--- config.mk ---
export PLATFORM = sky130hd
export DESIGN_NAME = uart_clock_cmd_flat
export DESIGN_NICKNAME = d
export VERILOG_FILES = /design/src/rtl/uart_clock_cmd_pkg.sv /design/src/rtl/uart_clock_cmd_if.sv /design/src/rtl/cmd_reply_seq.sv /design/src/rtl/uart_clock_cmd.sv /design/src/flat_wrapper.sv
export SDC_FILE = /design/constraint.sdc
export NUM_CORES = 1
export LEC_CHECK = 0
export ABC_AREA = 1
export BUFFER_PORTS_ARGS = -buffer_cell sky130_fd_sc_hd__buf_2
export CORE_ASPECT_RATIO = 1.2
export CORE_UTILIZATION = 52
export CTS_CLUSTER_DIAMETER = 100
export DETAILED_ROUTE_END_ITERATION = 10
export PLACE_DENSITY = 0.77
export SETUP_SLACK_MARGIN = 0.2
export SYNTH_ARGS = -nofsm -noshare
export SYNTH_HDL_FRONTEND = slang
export SYNTH_SLANG_ARGS = --single-unit
export TNS_END_PERCENT = 1
--- constraint.sdc ---
create_clock -name clk -period 3.41 [get_ports clk]
set_input_delay 0 -clock clk [delete_from_list [all_inputs] [get_ports clk]]
set_output_delay 0 -clock clk [all_outputs]
set_load 0.02 [all_outputs]
--- src/rtl/uart_clock_cmd_pkg.sv ---
// ASCII constants, parser states and reply record for the clock command block.
// Shared by uart_clock_cmd and cmd_reply_seq.
package clk_cmd_pkg;

  localparam logic [7:0] A_CR = 8'h0D;
  localparam logic [7:0] A_LF = 8'h0A;
  localparam logic [7:0] A_0  = 8'h30;
  localparam logic [7:0] A_9  = 8'h39;
  localparam logic [7:0] A_SU = 8'h53;
  localparam logic [7:0] A_SL = 8'h73;
  localparam logic [7:0] A_RU = 8'h52;
  localparam logic [7:0] A_RL = 8'h72;
  localparam logic [7:0] A_QU = 8'h51;
  localparam logic [7:0] A_QL = 8'h71;
  localparam logic [7:0] A_K  = 8'h4B;
  localparam logic [7:0] A_QM = 8'h3F;

  typedef enum logic [2:0] {
    IDLE,
    S_TENS,
    S_ONES,
    S_CR,
    R_CR,
    Q_CR,
    DISCARD,
    REPLY
  } state_t;

  typedef struct packed {
    logic [7:0] b0;
    logic [7:0] b1;
    logic [7:0] b2;
    logic [1:0] len;
  } reply_t;

  function automatic logic [7:0] to_ascii(
    input logic [3:0] d
  );
    return A_0 + {4'h0, d};
  endfunction

endpackage

--- src/rtl/uart_clock_cmd_if.sv ---
// Byte streams between the UART and the command block.
// master = UART side (rx bytes, tx_ready); slave = command block.
interface uart_clock_cmd_if;

  logic [7:0] rx_data;
  logic       rx_valid;
  logic [7:0] tx_data;
  logic       tx_valid;
  logic       tx_ready;

  modport master (
    output rx_data,
    output rx_valid,
    output tx_ready,
    input  tx_data,
    input  tx_valid
  );

  modport slave (
    input  rx_data,
    input  rx_valid,
    input  tx_ready,
    output tx_data,
    output tx_valid
  );

endinterface

--- src/rtl/cmd_reply_seq.sv ---
// Reply sender: loads up to 3 bytes on start, streams them over valid/ready.
// Ports: clk, resett (sync, low), start, rep, tx_ready -> tx_data, tx_valid, done.
module cmd_reply_seq
  import clk_cmd_pkg::*;
(
  input  logic       clk,
  input  logic       resett,
  input  logic       start,
  input  reply_t     rep,
  input  logic       tx_ready,
  output logic [7:0] tx_data,
  output logic       tx_valid,
  output logic       done
);

  logic [2:0][7:0] buf_q;
  logic [1:0]      len_q;
  logic [1:0]      idx;
  logic [1:0]      nxt;
  logic            hs;
  logic            last;

  assign hs   = tx_valid && tx_ready;
  assign nxt  = idx + 2'd1;
  assign last = (idx == len_q - 2'd1);
  // Combinational so the parser leaves REPLY on the final handshake edge.
  assign done = hs && last;

  always_ff @(posedge clk) begin
    if (!resett) begin
      buf_q    <= '0;
      len_q    <= '0;
      idx      <= '0;
      tx_data  <= '0;
      tx_valid <= 1'b0;
    end else if (start) begin
      buf_q    <= {rep.b2, rep.b1, rep.b0};
      len_q    <= rep.len;
      idx      <= '0;
      tx_data  <= rep.b0;
      tx_valid <= 1'b1;
    end else if (hs) begin
      if (last) begin
        tx_valid <= 1'b0;
      end else begin
        idx     <= nxt;
        tx_data <= buf_q[nxt];
      end
    end
  end

endmodule

--- src/rtl/uart_clock_cmd.sv ---
// ASCII set/reset/query command parser driving num_split, with TX reply.
// Ports: clk, resett, bus (rx/tx), cur_l/m in; reconfig_l/m/en, digit_rst, busy out.
module uart_clock_cmd
  import clk_cmd_pkg::*;
#(
  parameter int TIMEOUT_CYC = 50_000_000,
  parameter int TENS_MAX    = 5
) (
  input  logic             clk,
  input  logic             resett,
  uart_clock_cmd_if.slave  bus,
  input  logic [3:0]       cur_l,
  input  logic [3:0]       cur_m,
  output logic [3:0]       reconfig_l,
  output logic [3:0]       reconfig_m,
  output logic             reconfig_en,
  output logic             digit_rst,
  output logic             busy
);

  localparam int CW = $clog2(TIMEOUT_CYC + 1);
  localparam logic [CW-1:0] TO_LAST = CW'(TIMEOUT_CYC - 1);
  localparam logic [7:0] TENS_TOP = A_0 + 8'(TENS_MAX);

  localparam reply_t OK_R = '{
    b0: A_K, b1: A_CR, b2: 8'h00, len: 2'd2
  };
  localparam reply_t ERR_R = '{
    b0: A_QM, b1: A_CR, b2: 8'h00, len: 2'd2
  };

  state_t        state;
  logic [CW-1:0] cnt;
  logic [3:0]    d1;
  logic [3:0]    d0;
  logic          start;
  reply_t        rep;
  logic          done;

  logic [7:0] rx;
  logic [3:0] dig;
  logic       is_cr;
  logic       is_lf;
  logic       is_s;
  logic       is_r;
  logic       is_q;
  logic       is_dig;
  logic       is_tens;
  logic       parsing;

  assign rx      = bus.rx_data;
  assign dig     = 4'(rx - A_0);
  assign is_cr   = (rx == A_CR);
  assign is_lf   = (rx == A_LF);
  assign is_s    = (rx == A_SU) || (rx == A_SL);
  assign is_r    = (rx == A_RU) || (rx == A_RL);
  assign is_q    = (rx == A_QU) || (rx == A_QL);
  assign is_dig  = (rx >= A_0) && (rx <= A_9);
  assign is_tens = (rx >= A_0) && (rx <= TENS_TOP);
  assign parsing = (state != IDLE) && (state != REPLY);
  assign busy    = (state != IDLE);

  always_ff @(posedge clk) begin
    if (!resett) begin
      state       <= IDLE;
      cnt         <= '0;
      d1          <= '0;
      d0          <= '0;
      reconfig_l  <= '0;
      reconfig_m  <= '0;
      reconfig_en <= 1'b0;
      digit_rst   <= 1'b0;
      start       <= 1'b0;
      rep         <= '0;
    end else begin
      reconfig_en <= 1'b0;
      digit_rst   <= 1'b0;
      start       <= 1'b0;

      unique case (state)
        IDLE: begin
          if (bus.rx_valid) begin
            unique case (1'b1)
              is_s:           state <= S_TENS;
              is_r:           state <= R_CR;
              is_q:           state <= Q_CR;
              is_cr || is_lf: state <= IDLE;
              default:        state <= DISCARD;
            endcase
          end
        end
        S_TENS: begin
          if (bus.rx_valid) begin
            if (is_tens) begin
              d1    <= dig;
              state <= S_ONES;
            end else if (is_cr) begin
              rep   <= ERR_R;
              start <= 1'b1;
              state <= REPLY;
            end else begin
              state <= DISCARD;
            end
          end
        end
        S_ONES: begin
          if (bus.rx_valid) begin
            if (is_dig) begin
              d0    <= dig;
              state <= S_CR;
            end else if (is_cr) begin
              rep   <= ERR_R;
              start <= 1'b1;
              state <= REPLY;
            end else begin
              state <= DISCARD;
            end
          end
        end
        S_CR: begin
          if (bus.rx_valid) begin
            if (is_cr) begin
              reconfig_m  <= d1;
              reconfig_l  <= d0;
              reconfig_en <= 1'b1;
              rep         <= OK_R;
              start       <= 1'b1;
              state       <= REPLY;
            end else begin
              state <= DISCARD;
            end
          end
        end
        R_CR: begin
          if (bus.rx_valid) begin
            if (is_cr) begin
              digit_rst <= 1'b1;
              rep       <= OK_R;
              start     <= 1'b1;
              state     <= REPLY;
            end else begin
              state <= DISCARD;
            end
          end
        end
        Q_CR: begin
          if (bus.rx_valid) begin
            if (is_cr) begin
              // rep doubles as the snapshot of the live digits.
              rep <= '{
                b0: to_ascii(cur_m),
                b1: to_ascii(cur_l),
                b2: A_CR,
                len: 2'd3
              };
              start <= 1'b1;
              state <= REPLY;
            end else begin
              state <= DISCARD;
            end
          end
        end
        DISCARD: begin
          if (bus.rx_valid && is_cr) begin
            rep   <= ERR_R;
            start <= 1'b1;
            state <= REPLY;
          end
        end
        REPLY: begin
          if (done) begin
            state <= IDLE;
          end
        end
      endcase

      // Expiry only acts on idle cycles, so an arriving byte always wins.
      if (parsing) begin
        if (bus.rx_valid) begin
          cnt <= '0;
        end else if (cnt == TO_LAST) begin
          cnt   <= '0;
          state <= IDLE;
        end else begin
          cnt <= cnt + CW'(1);
        end
      end else begin
        cnt <= '0;
      end
    end
  end

  cmd_reply_seq u_reply (
    .clk      (clk),
    .resett   (resett),
    .start    (start),
    .rep      (rep),
    .tx_ready (bus.tx_ready),
    .tx_data  (bus.tx_data),
    .tx_valid (bus.tx_valid),
    .done     (done)
  );

endmodule

--- src/flat_wrapper.sv ---
// flat-port wrapper written by rule: the top's interface ports become plain ports
module uart_clock_cmd_flat import clk_cmd_pkg::*;
#(
  parameter int TIMEOUT_CYC = 50_000_000,
  parameter int TENS_MAX    = 5
)
  (clk, resett, cur_l, cur_m, reconfig_l, reconfig_m, reconfig_en, digit_rst, busy, bus_rx_data, bus_rx_valid, bus_tx_ready, bus_tx_data, bus_tx_valid);
  uart_clock_cmd_if bus_i ();
  input  logic clk;
  input  logic resett;
  input  logic [3:0] cur_l;
  input  logic [3:0] cur_m;
  output logic [3:0] reconfig_l;
  output logic [3:0] reconfig_m;
  output logic reconfig_en;
  output logic digit_rst;
  output logic busy;
  input wire logic [$bits(bus_i.rx_data)-1:0] bus_rx_data;
  input wire logic [$bits(bus_i.rx_valid)-1:0] bus_rx_valid;
  input wire logic [$bits(bus_i.tx_ready)-1:0] bus_tx_ready;
  output wire logic [$bits(bus_i.tx_data)-1:0] bus_tx_data;
  output wire logic [$bits(bus_i.tx_valid)-1:0] bus_tx_valid;
  assign bus_i.rx_data = bus_rx_data;
  assign bus_i.rx_valid = bus_rx_valid;
  assign bus_i.tx_ready = bus_tx_ready;
  assign bus_tx_data = bus_i.tx_data;
  assign bus_tx_valid = bus_i.tx_valid;
  uart_clock_cmd #(.TIMEOUT_CYC(TIMEOUT_CYC), .TENS_MAX(TENS_MAX)) u_core (.clk(clk), .resett(resett), .bus(bus_i), .cur_l(cur_l), .cur_m(cur_m), .reconfig_l(reconfig_l), .reconfig_m(reconfig_m), .reconfig_en(reconfig_en), .digit_rst(digit_rst), .busy(busy));
endmodule
* Word-level counts from Yosys, hierarchy flattened
Cells that the tools add are included.
** Operators by class
- Bitwise gates (word level) :: 3
- Reduce and logical (&&, ||, !) cells :: 28
- Add/sub/neg operators :: 6
- Order comparisons :: 4
- Divide/modulo/power cells :: 0
- Mux-type cells :: 41
- Eq/ne operators :: 28
- Multipliers :: 0
- Shift-type cells :: 0
** Operator list (number)
- 26-bit 2-to-1 mux :: 10
- 26-bit case mux with 5 select lines :: 1
- 8-bit by 7-bit equality test with 1-bit output, second input constant :: 6
- 3-bit 2-to-1 mux :: 11
- 8-bit 2-to-1 mux :: 4
- 26-bit by 1-bit adder with 26-bit output, second input constant :: 1
- 26-bit equality test, second input constant :: 1
- 3-bit case mux with 6 select lines :: 1
- 8-bit binary-select mux with 2-bit select :: 1
- 8-bit by 4-bit equality test with 1-bit output, second input constant :: 2
- 8-bit by 6-bit less-or-equal comparator with 1-bit output, second input constant :: 2
- 6-bit by 4-bit adder with 7-bit output, first input constant :: 2
- 3-bit equality test, second input constant :: 4
- 3-bit case mux with 4 select lines :: 1
- 1-bit 2-to-1 mux :: 11
- 2-bit by 1-bit inequality test with 1-bit output, second input constant :: 5
- 2-bit inequality test, second input constant :: 5
- 10-bit AND reduction :: 1
- 2-bit AND reduction :: 5
- 3-bit AND reduction :: 3
- 8-bit by 6-bit greater-or-equal comparator with 1-bit output, second input constant :: 1
- 3-bit by 2-bit equality test with 1-bit output, second input constant :: 2
- 1-bit logical AND :: 6
- 5-bit nonzero test :: 1
- 16 further kinds :: 23
** Storage, ports and cells
- Memories :: 0
- Bits in writable memories :: 0
- Memory bits (read-only) :: 0
- Input port bits :: 20
- Logic and storage cells :: 130
- Output and inout bits :: 20
- Register bits after elaboration :: 111
- Latch bits :: 0

* Longest topological paths before layout
- Depth after elaboration :: 8
- Gate-level depth with buffers :: 11
- Depth with buffers taken out :: 11

* Hierarchy
From an unflattened synthesis, not the netlist that was laid out.
** Second synthesis, totals
- Cell total of the unflattened synthesis :: 694
- Area, all modules :: 4729.5 sq um
** Modules (own cells, without submodules)
- uart_clock_cmd :: cells each 446, area an instance 3039.2 sq um, seq. area each 1201.2 sq um, instances 1
- cmd_reply_seq :: cells each 248, area an instance 1690.4 sq um, seq. area each 740.7 sq um, instances 1

* Worst setup path before layout
Ideal clock, no wire load.
- Path type :: reg-to-reg
- Start point :: reg u_core.cnt[0]
- End point :: reg u_core.cnt[9]
- Cell stages (with the launch flop) :: 8
- Data required time :: 3.290 ns
- Period minus slack after synthesis :: 1.553 ns
- Library setup time :: 0.120 ns
- Setup slack :: 1.857 ns
- Data arrival time :: 1.433 ns
- Buffers on the path :: 1
- Cell sequence :: dfxtp_1 > ha_1 > nand3_2 > nor3_4 > nand3_1 > nand3_4 > buf_8 > a21oi_2
** Between the ends
- Word-level cells in the longest chain between the ends :: 2
- Elaborated cells on any way between the ends :: 3
- Those cells by class :: 1 x add/sub; 1 x eq/ne; 1 x reduce/logical
** Ends and longest elaborated chain
- start: declaration :: RTL line uart_clock_cmd.sv:33 : logic [CW-1:0] cnt;
- start signal: assignment :: RTL line uart_clock_cmd.sv:185 : cnt <= cnt + CW'(1);
- branches (longest 2 deep; another with 26-bit by 1-bit adder with 26-bit output)
Several ways; the timed one is not identified.
A chain may end at the register's enable or synchronous reset.

* Worst setup path in the final report
- Start point :: reg u_core.start
- End point :: reg u_core.u_reply.tx_data[2]
** Between the ends
- Word-level cells in the longest chain between the ends :: 2
- Elaborated cells on any way between the ends :: 4
- Those cells by class :: 1 x eq/ne; 1 x mux; 2 x reduce/logical
** Ends and longest elaborated chain
- start: declaration :: RTL line uart_clock_cmd.sv:36 : logic start;
- start signal: assignment :: RTL line uart_clock_cmd.sv:73 : start <= 1'b0;
- start signal: assignment :: RTL line uart_clock_cmd.sv:78 : start <= 1'b0;
- start signal: assignment :: RTL line uart_clock_cmd.sv:99 : start <= 1'b1;
- 2-bit by 1-bit inequality test with 1-bit output (no source line) or 2-bit nonzero test (tied branches)
- 2-bit AND reduction (no source line)
- end signal: assignment :: RTL line cmd_reply_seq.sv:40 : tx_data <= rep.b0;
- end signal: assignment :: RTL line cmd_reply_seq.sv:47 : tx_data <= buf_q[nxt];
- end: declaration :: RTL line cmd_reply_seq.sv:11 : output logic [7:0] tx_data,
Parallel ways exist; a longest one is shown, timed or not.

==> impl_metrics.ini <==
[clock_network]
insertion_delay_ns = 0.36
clockRootBuffer = clkbuf_8
numCtsBuffers = 9
htreeDepth = 3
cts_resized = 0
postCtsSetupRepairBufs = 0
path_clk_slew_ns = 0.09
cts_sinks = 81
clk_path_buf_depth = 2
cts_tree = done

[worst_setup_path]
startpoint = u_core.start$_SDFF_PN0_
r2r_slack_ns = 1.58
critical-path-max-stage-delay_ns = 0.61
cp_cell_sequence = clkinv_1 > nand2_2 > inv_1 > nand2_1 > a21oi_1
required_ns = 3.64
arrival_ns = 2.06
critPathTopFamily = buffers and inverters
worst-setup-path-type = register to register
rr_worst_depth = 5
cp-start-kind = register
crit_end = u_core.u_reply.tx_data[2]$_SDFFE_PN0P_
r2r_start = u_core.start$_SDFF_PN0_
timing.rr.end = u_core.u_reply.tx_data[2]$_SDFFE_PN0P_
cp-end-kind = register
crit_path_max_fanout = 17
cp_num_buf_inv = 2
cp_slowest_cell = dfxtp_1
path_depth = 5

[place]
hpwl_um = 6170
port-buffer-count = 38
gp_congestion = 0.928
placed_cells = 665

[sta]
fin_tns_setup_ns = 0
hold_viol_final = 0
finalSetupViolCount = 0
worst_slew_pin_slew_ns = 0.585
period_minus_slack_ns = 1.83
rsz0062_at_grt = false
fin_skew_ns = 0.00965
period_share_pct = 53.8
drv_slew = 0
slew_headroom_pct = 61.0
fmax_mhz = 545

[layout]
post_route_cells_drive_above_1_share_pct = 16.6
n_fill_cell = 680
multi_input_area_um2 = 1950
finalNonFillerCells = 691
synthToLayoutAreaGrowth_pct = 12.4
final-seq-area_um2 = 1620
nets = 618
n_antenna_cell = 0

[global_routing]
grt_max_degree = 38
antenna_found_initial = 0
grt_pass1_vias = 3443
grt_pass1_wl_um = 14800
globalRoute.totalOverflow = 0
grtUsageTotal_pct = 23.7

[route]
wl_um = 8510
dr.first_iter.drc_count = 160
drt_first_pass_iters = 5
vias = 3604
drc_errors = 0
ant_nets = 0
wl_per_cell_um = 12.3
vias_per_cell = 5.22

[synth]
synth_most_common_cell = nand2_1
syn_area_um2 = 3920
async_flop_share_pct = 0
ys_seq_area_share_pct = 41.3
yosys.area.top_type = dfxtp_1
synth.area.top_cells = dfxtp_1, nand2_1, nor2_1, inv_1, a21oi_1
syn_nets = 575
synthFlopType = dfxtp_1
synth_top_area_share_pct = 41.3
synth_warnings = 0
syn_inst = 553
synth-seq-cells = 81
syn_area_per_cell_um2 = 7.09
synth-edff-count = 0
synth.distinct_cells = 45
netlist_top_cells_count = nand2_1, nor2_1, dfxtp_1

[die]
initial_core_util_pct = 53.9
num_rows = 34
pin_count = 40
die_x_um = 81.3
core_um2 = 7270
chipHeight_um = 97.1
dieArea_um2 = 7900

[min_path]
min_path_cells = 3
hp-start = bus_rx_data[0]
hold_path.class = primary input to register

[flow_run]
cap_violations = 0

[power]
irDropWorstVdd_mv = 0.259
p_leak_nw = 1.79
p_per_area_nw_per_um2 = 435
p_total_mw = 1.92

[run_status]
status = completed
[worst min-delay path, stage by stage]
cell	delay, ns
buf_2	0.16
nor3_1	0.08
nor2_1	0.09
[logic make-up after synthesis]
| family | Yosys count | share of synthesized area [%] |
|---|---|---|
| compound gates | 97 | 14.4 |
| other cells | 1 | 0.0956 |
| xor+xnor | 5 | 1.12 |
| buf+inv | 80 | 8.87 |
| flops | 81 | 41.3 |
| fa+ha+maj | 2 | 0.638 |
| simple gates | 287 | 33.5 |
[power breakdown]
| group | leakage (nW) | total (mW) | switching (mW) | internal [mW] |
|---|---|---|---|---|
| logic | 1.04 | 0.245 | 0.165 | 0.0794 |
| registers | 0.653 | 0.980 | 0.0195 | 0.960 |
| clock network | 0.0937 | 0.693 | 0.405 | 0.287 |
[how the worst min path moves through the flow]
stage | to | slack, ns
CTS | u_core.d0[0]$_SDFFE_PN0P_ | 0.001
detailed placement | u_core.rep[18]$_SDFFE_PN0P_ | 0.23
finish | u_core.d0[0]$_SDFFE_PN0P_ | 0.008
global route | u_core.d0[0]$_SDFFE_PN0P_ | 0.03
floorplan | u_core.rep[10]$_SDFFE_PN0P_ | 0.13
global placement | u_core.rep[21]$_SDFFE_PN0P_ | 0.22
[layout by cell type (no fill, tap or decap), types with 2 or more instances in the layout]
cell type / n
or2_2: 3
inv_8: 4
xor2_1: 3
nor2_2: 3
ha_1: 2
a21oi_1: 40
buf_2: 38
nor3_2: 3
nor3b_1: 2
dlygate4sd3_1: 10
o21ai_0: 32
a21oi_2: 13
dfxtp_1: 81
inv_1: 57
xnor2_1: 2
clkinvlp_4: 2
clkbuf_8: 9
nand2_1: 122
nand4_1: 7
nand3_1: 33
nor3_4: 3
nand2_2: 7
o211ai_1: 2
nand3_2: 3
a22oi_1: 4
nor2_1: 83
nor3_1: 9
inv_2: 6
nor2_4: 2
[layer usage]
layer	up-vias	GRT usage, %	routed length [um]
met1	1629	27.9	3710
met3	25	4.79	315
met4	0	10.9	268
met2	84	40.1	4220
met5	-	0	0
li1	1866	-	-
[repair_timing]
action                     CTS  global route
hold endpoints to repair    11             0
hold buffers                10             0
setup endpoints to repair    0             0
[flip-flops by register name, summed over array words and instances (netlist names)]
register                 cells
u_core.u_reply.buf_q        10
u_core.start                 1
u_core.d0                    4
u_core.cnt                  26
u_core.reconfig_en           1
u_core.u_reply.idx           2
u_core.u_reply.len_q         2
u_core.rep                  12
u_core.d1                    4
u_core.reconfig_m            4
u_core.digit_rst             1
u_core.u_reply.tx_data       6
u_core.u_reply.tx_valid      1
u_core.state                 3
u_core.reconfig_l            4
[final cells by class]
| class | instances | area share, % |
|---|---|---|
| clock buffers | 9 | 2.81 |
| clock inverters | 7 | 1.56 |
| inverters | 64 | 5.45 |
| multi-input cells | 392 | 44.3 |
| flip-flops and latches | 81 | 36.8 |
| well taps | 90 | 2.55 |
| repair buffers | 48 | 6.58 |
[metrics by stage]
| step | setup slack (ns) | instance area [um^2] | hold slack [ns] | utilization, % |
|---|---|---|---|---|
| 6_report | 1.58 | 4410 | 0.00836 | 60.6 |
| 5_1_grt | 1.32 | 4410 | 0.0264 | 60.6 |
| 4_1_cts | 1.60 | 4410 | 0.00133 | 60.6 |
| 3_5_place_dp | 1.61 | 4120 | 0.227 | 56.6 |
| 3_3_place_gp | 1.63 | 4120 | 0.220 | 56.6 |
| 2_1_floorplan | 1.86 | 3920 | 0.135 | - |
(Power assumes the default switching activity.)
